<file path="config.mk">
export PLATFORM = sky130hd
export DESIGN_NAME = jpeg_stream_reader
export DESIGN_NICKNAME = d
export VERILOG_FILES = /design/src/rtl/jpeg_stream_reader.sv
export SDC_FILE = /design/constraint.sdc
export NUM_CORES = 1
export LEC_CHECK = 0
export CAP_MARGIN = 20
export CORE_MARGIN = 1.5
export CORE_UTILIZATION = 45
export CTS_BUF_LIST = sky130_fd_sc_hd__clkbuf_16
export CTS_CLUSTER_SIZE = 14
export DETAILED_ROUTE_END_ITERATION = 7
export GPL_TIMING_DRIVEN = 1
export PLACE_DENSITY = 0.8
export SLEW_MARGIN = 30
export SYNTH_ARGS = -nofsm -noshare
export SYNTH_HDL_FRONTEND = slang
export SYNTH_SLANG_ARGS = --single-unit
</file>
<file path="constraint.sdc">
create_clock -name clk -period 2.8 [get_ports clk]
set_input_delay 0.84 -clock clk [delete_from_list [all_inputs] [get_ports clk]]
set_output_delay 0.84 -clock clk [all_outputs]
set_load 0.01 [all_outputs]
</file>
<file path="src/rtl/jpeg_stream_reader.sv">
// JPEG encoder bitstream drain: polls FIFO_DEPTH, burst-reads DATA_FIFO into a small buffer and
// streams it out, tagging the final word with END_BITS. Define JPEG_RD_TIMEOUT_EN for the read watchdog.
`timescale 1ns/1ps
module jpeg_stream_reader #(
    parameter logic [31:0] BASE_ADDR = 32'h0,
    parameter int unsigned ID_WIDTH  = 4,
    parameter int unsigned MAX_BURST = 8,
    parameter int unsigned POLL_GAP  = 16,
    parameter int unsigned BUF_DEPTH = 4
) (
    input  logic                clk,
    input  logic                rst,
    input  logic                start,
    input  logic                end_irq,
    output logic                m_req,
    output logic [31:0]         m_add,
    output logic                m_wen,
    output logic [31:0]         m_wdata,
    output logic [3:0]          m_be,
    output logic [ID_WIDTH-1:0] m_id,
    input  logic                m_gnt,
    input  logic                m_r_valid,
    input  logic [31:0]         m_r_rdata,
    output logic [31:0]         out_data,
    output logic                out_valid,
    output logic                out_last,
    output logic [5:0]          out_bits,
    input  logic                out_ready,
    output logic                busy,
    output logic                done,
    output logic [15:0]         word_count,
    output logic                error
);
    localparam int unsigned PW = $clog2(BUF_DEPTH);
    localparam int unsigned GW = $clog2(POLL_GAP + 1);
    localparam logic [PW:0] CNT_ONE  = (PW+1)'(1);
    localparam logic [PW:0] CNT_FULL = (PW+1)'(BUF_DEPTH);
    localparam logic [4:0]  BURST_MAX = 5'(MAX_BURST);
    localparam logic [31:0] ADDR_DATA  = BASE_ADDR;
    localparam logic [31:0] ADDR_DEPTH = BASE_ADDR + 32'h200;
    localparam logic [31:0] ADDR_END   = BASE_ADDR + 32'h300;

    typedef enum logic [2:0] {S_IDLE, S_POLL, S_GAP, S_DATA, S_END, S_FLUSH} state_t;
    state_t state;

    logic [31:0]   mem [BUF_DEPTH];
    logic [PW-1:0] wr_ptr, rd_ptr;
    logic [PW:0]   cnt;
    logic          pend, end_seen;
    logic [4:0]    burst_n, issued, recvd;
    logic [5:0]    tail_bits;
    logic [GW-1:0] gap_cnt;
    logic          rsp, push, pop, wd_fire;
    logic [4:0]    rsp_low;

    assign m_wen   = 1'b1;
    assign m_wdata = '0;
    assign m_be    = 4'hF;
    assign m_id    = '0;

    assign rsp     = pend && m_r_valid;
    assign rsp_low = m_r_rdata[4:0];
    assign push    = (state == S_DATA) && rsp;

    // The newest word stays hidden until a newer one arrives or FLUSH decides it is the last.
    assign out_valid = (cnt > CNT_ONE) || ((state == S_FLUSH) && (cnt != '0));
    assign out_last  = (state == S_FLUSH) && (cnt == CNT_ONE);
    assign out_data  = out_valid ? mem[rd_ptr] : '0;
    assign out_bits  = !out_valid ? 6'd0 : (out_last ? tail_bits : 6'd32);
    assign pop       = out_valid && out_ready;

`ifdef JPEG_RD_TIMEOUT_EN
    logic [9:0] wd_cnt;
    logic       wd_run;

    assign wd_run  = (m_req && !m_gnt) || (pend && !m_r_valid);
    assign wd_fire = wd_run && (wd_cnt == 10'd1022);

    always_ff @(posedge clk or posedge rst) begin
        if (rst)
            wd_cnt <= '0;
        else if (!wd_run || wd_fire)
            wd_cnt <= '0;
        else
            wd_cnt <= wd_cnt + 10'd1;
    end
`else
    assign wd_fire = 1'b0;
`endif

    always_ff @(posedge clk) begin
        if (push)
            mem[wr_ptr] <= m_r_rdata;
    end

    always_ff @(posedge clk or posedge rst) begin
        if (rst) begin
            state      <= S_IDLE;
            m_req      <= 1'b0;
            m_add      <= '0;
            pend       <= 1'b0;
            end_seen   <= 1'b0;
            busy       <= 1'b0;
            done       <= 1'b0;
            error      <= 1'b0;
            word_count <= '0;
            wr_ptr     <= '0;
            rd_ptr     <= '0;
            cnt        <= '0;
            burst_n    <= '0;
            issued     <= '0;
            recvd      <= '0;
            tail_bits  <= '0;
            gap_cnt    <= '0;
        end else if (wd_fire) begin
            state    <= S_IDLE;
            m_req    <= 1'b0;
            pend     <= 1'b0;
            end_seen <= 1'b0;
            busy     <= 1'b0;
            done     <= 1'b0;
            error    <= 1'b1;
            wr_ptr   <= '0;
            rd_ptr   <= '0;
            cnt      <= '0;
        end else begin
            done  <= 1'b0;
            error <= 1'b0;

            if (m_req && m_gnt) begin
                m_req <= 1'b0;
                pend  <= 1'b1;
            end
            if (rsp)
                pend <= 1'b0;

            if (end_irq && (state != S_IDLE))
                end_seen <= 1'b1;

            case (state)
                S_IDLE: begin
                    // busy drops one cycle after done; a start landing on that cycle is ignored
                    if (busy)
                        busy <= 1'b0;
                    else if (start) begin
                        busy       <= 1'b1;
                        end_seen   <= 1'b0;
                        word_count <= '0;
                        state      <= S_POLL;
                    end
                end
                S_POLL: begin
                    if (rsp) begin
                        if (rsp_low != '0) begin
                            burst_n <= (rsp_low > BURST_MAX) ? BURST_MAX : rsp_low;
                            issued  <= '0;
                            recvd   <= '0;
                            state   <= S_DATA;
                        end else if (end_seen)
                            state <= S_END;
                        else begin
                            gap_cnt <= '0;
                            state   <= S_GAP;
                        end
                    end else if (!m_req && !pend) begin
                        m_req <= 1'b1;
                        m_add <= ADDR_DEPTH;
                    end
                end
                S_GAP: begin
                    if (gap_cnt == GW'(POLL_GAP - 1))
                        state <= S_POLL;
                    else
                        gap_cnt <= gap_cnt + 1'b1;
                end
                S_DATA: begin
                    if (rsp) begin
                        recvd <= recvd + 5'd1;
                        if (recvd + 5'd1 == burst_n)
                            state <= S_POLL;
                    end else if (!m_req && !pend && (issued != burst_n) && (cnt < CNT_FULL)) begin
                        m_req  <= 1'b1;
                        m_add  <= ADDR_DATA;
                        issued <= issued + 5'd1;
                    end
                end
                S_END: begin
                    if (rsp) begin
                        tail_bits <= (rsp_low == '0) ? 6'd32 : {1'b0, rsp_low};
                        state     <= S_FLUSH;
                    end else if (!m_req && !pend) begin
                        m_req <= 1'b1;
                        m_add <= ADDR_END;
                    end
                end
                S_FLUSH: begin
                    if ((cnt == '0) || (pop && (cnt == CNT_ONE))) begin
                        done  <= 1'b1;
                        state <= S_IDLE;
                    end
                end
                default: state <= S_IDLE;
            endcase

            if (push)
                wr_ptr <= wr_ptr + 1'b1;
            if (pop) begin
                rd_ptr <= rd_ptr + 1'b1;
                if (word_count != 16'hFFFF)
                    word_count <= word_count + 16'd1;
            end
            case ({push, pop})
                2'b10:   cnt <= cnt + 1'b1;
                2'b01:   cnt <= cnt - 1'b1;
                default: cnt <= cnt;
            endcase
        end
    end
endmodule

</file>
==> key figures <==
Synth
  – Seq/Total Area, Yosys: roughly 60%
  – Ys async rst share: a little under a third
  – Leading area contributor after synthesis: edfxtp_1
  – Synth Warn #: 0
  – Post-synth cell types: 54
  – Synth top area share: between 40% and 50%
  – Register bit total from synthesis: ~190
  – Synth Instances: between 600 and 700
  – Syn avg cell area: between 10 and 15 um^2
  – Post-synth EDFFs: between 100 and 150
  – Main flop type after synthesis: edfxtp_1
  – Largest cells by area after synthesis: edfxtp_1 (45%), dfrtp_1 (17%), mux4_2 (8.3%)
  – Post-Syn Area: 8633 um^2

Final layout
  – Non-Filler Instances: about 1000
  – N_diodes: 0
  – Multi-input logic area: roughly 3000 um^2
  – Layout cells sized above 1: between 20% and 30%
  – Syn-to-layout area delta: 24.87%
  – Fillers: approximately 1500
  – Final nets: 831
  – FF/Latch Area: approximately 5300 um^2
  – Design Area, Final: between 10000 and 15000 um^2

Run status
  – Violated checks: setup timing
  – Status: finished with violations

Floorplan
  – Row Count: 50
  – Horiz. Die Dim: ~140 um
  – Die height: ~140 um
  – Ports: 172
  – Initial core utilization: a little under half
  – Die area: between 20000 and 25000 um^2
  – Core footprint: 18770 um^2

Place
  – Cell count after placement: approximately 980
  – Routability cong.: 0.8791
  – I/O Buffers: just under 100
  – Placed cell area: between 10000 and 15000 um^2
  – Post-DP HPWL: 11.03 mm

Global route
  – Initial antenna violation count: 0
  – Vias in the first global route: between 5000 and 6000
  – First-pass GRT wire length: 26.92 mm
  – Largest net degree at the start of global routing: 37
  – Total Routing Usage GR: 17.68%
  – GR Overflow Total: 0

Setup path
  – FF-to-FF End: cnt[2]$_DFFE_PP0P_
  – Critical path launch point: cnt[0]$_DFFE_PP0P_
  – Startpoint Class: flip-flop
  – Crit. End Element: primary output
  – Reg2reg path depth: 9
  – Worst R2R Setup Slack: 0.36 ns
  – Worst R2R Start: cnt[1]$_DFFE_PP0P_
  – Req. time, crit path: 1.96 ns
  – Crit path arrival time: ~2.1 ns
  – Crit path to: out_data[2]
  – CP Class: reg -> out
  – CP max FO: 5

STA
  – Slew at the pin closest to its max-slew limit: around 0.58 ns
  – Max_slew headroom: about three fifths
  – Clock Skew: about 0.018 ns
  – Final Hold Viols: 0
  – Final setup viols: 38
  – Final-report max-slew violation count: 0
  – Post-route setup slack: -0.1243 ns
  – Fin crit share: 104.4%
  – RSZ-0062 raised after global routing: true
  – WHS: roughly 0.49 ns
  – Fmax: around 340 MHz
  – Final Critical Period: 2.924 ns

Clock tree
  – Worst-Skew Late Latency: roughly 0.43 ns
  – Hold Buf Count CTS: 0
  – CTS clock-pin slew for the worst setup and hold paths: 0.07 ns
  – Clk sinks: roughly 190
  – CTS Buf Count: 17
  – Root Driver: clkbuf_16
  – H-tree Lvls: 4
  – CTS tree: done
  – Clock buffer depth: 2

Pwr
  – Worst IR Drop VDD: roughly 0.0006 V
  – Pleak: roughly 0.0042 uW
  – Pwr/cell area: just over 900 nW/um^2

Flow run
  – Max-cap violation count: 0

Routing
  – Iteration-0 DRC Markers: ~320
  – Routed WL per cell: ~16 um
  – Wirelength, routed: 16.75 mm
  – Remaining routing DRC violations: 0
  – Post-route ant nets: 0
  – Pre-antenna DRT Iters: 5
  – Vias per inst: just over 5
  – Vias: between 5000 and 6000

Hold path
  – Hold path startpoint: m_add[9]$_DFFE_PP0P_
  – Hold Path Class: reg -> reg
routing by layer:
layer  vias up  track usage [%]  routed length (um)
met5         -                0                   0
met4         0            6.294                 246
met3        16            3.712                 693
met2       157            30.37                8766
met1      2604            22.32                7039
li1       2455                -                   -
worst max-delay path, stage by stage (launching register included):
cell and delay [ns]:
dfrtp_1 0.39, inv_2 0.08, ha_4 0.16, and4bb_2 0.34, nor3_4 0.05, buf_6 0.12, buf_12 0.13, buf_8 0.13
nor2b_1 0.11, buf_2 0.14
cells in the mapped netlist, drive strengths merged (2+ instances only):
cell / number
nand2: 37
nand3: 26
and2: 12
edfxtp: 128
mux2: 6
ha: 14
and3: 2
a211oi: 2
nor3b: 2
xor2: 9
o211ai: 3
conb: 2
clkbuf: 13
a21o: 5
dfrtp: 59
inv: 18
and4: 3
xnor2: 12
o21ai: 29
o221ai: 2
a22o: 3
buf: 78
nor4: 2
nand4: 7
nor2: 17
nor3: 6
mux4: 32
nor2b: 35
mux2i: 6
o31ai: 3
or3: 8
a21oi: 17
nand2b: 7
state kept, by name, summed over array words and instances, names as in the netlist, 2 cells and up:
signal      cells
state           3
cnt             3
gap_cnt         5
m_add           2
rd_ptr          2
wr_ptr          2
burst_n         5
recvd           5
word_count     16
issued          5
mem           128
tail_bits       6
logic make-up after synthesis:
family                   after synthesis  synth area share, %
AND/OR/NAND/NOR                      169                10.72
other                                  2              0.08699
flip-flops                           187                61.62
multiplexers                          44                9.826
buffers and inverters                109                8.058
XOR/XNOR                              21                2.130
AO/OA/AOI/OAI                         74                5.522
adder cells (fa/ha/maj)               14                2.029
worst min path at each step:
stage | to | cells after the start
floorplan | tail_bits[5]$_DFFE_PP0P_ | 2
global placement | tail_bits[5]$_DFFE_PP0P_ | 2
detailed placement | m_add[9]$_DFFE_PP0P_ | 2
CTS | m_add[9]$_DFFE_PP0P_ | 2
global route | m_add[9]$_DFFE_PP0P_ | 2
finish | m_add[9]$_DFFE_PP0P_ | 2
final cells by class:
type | instances | area share, %
inverters | 18 | 0.6500
multi-input cells | 394 | 27.99
well taps | 234 | 2.716
clock buffers | 17 | 3.946
repair buffers | 160 | 14.09
clock inverters | 15 | 1.242
flip-flops and latches | 187 | 49.36
cell usage in the layout (no fill, tap or decap), drive strengths merged, types with 2 or more instances in the layout:
master	instances
dfrtp	59
mux2	6
o31ai	3
ha	14
a211oi	2
xor2	9
clkdlybuf4s50	59
o211ai	3
inv	25
nor4	2
and4	3
a21o	5
mux2i	6
xnor2	12
o221ai	2
a21oi	17
o21ai	29
nand2b	7
nor3	6
nor2b	35
and2	12
nand3	26
clkinvlp	2
or3	8
and3	2
nor3b	2
clkinv	6
nand4	7
buf	101
nand2	37
a22o	3
clkbuf	17
nor2	17
edfxtp	128
mux4	32
conb	72
per-stage QoR:
stage	TNS (ns)	setup slack, ns	total power [uW]	utilization, %
after floorplan	0	0.1941	5871	-
after global placement	-0.8611	-0.1813	7423	53.30
after detailed placement	-1.423	-0.2168	7505	53.30
after CTS	-5.418	-0.2247	10010	56.95
after global routing	-5.932	-0.2002	10630	57.44
final	-2.919	-0.1243	10060	57.44
where the power goes:
group	switching [uW]	internal, uW	leakage, uW
Clock	1080	1170	0.000272
Combinational	1920	2240	0.00208
Sequential	275	3370	0.00190
repair_timing:
| item | 4_1_cts | 5_1_grt |
|---|---|---|
| resized for setup | 188 | 31 |
| setup buffers | 10 | 1 |
| pin swaps | 5 | 8 |
| setup endpoints to repair | 40 | 40 |
| gates cloned | 4 | 0 |
(Power assumes the default switching activity.)
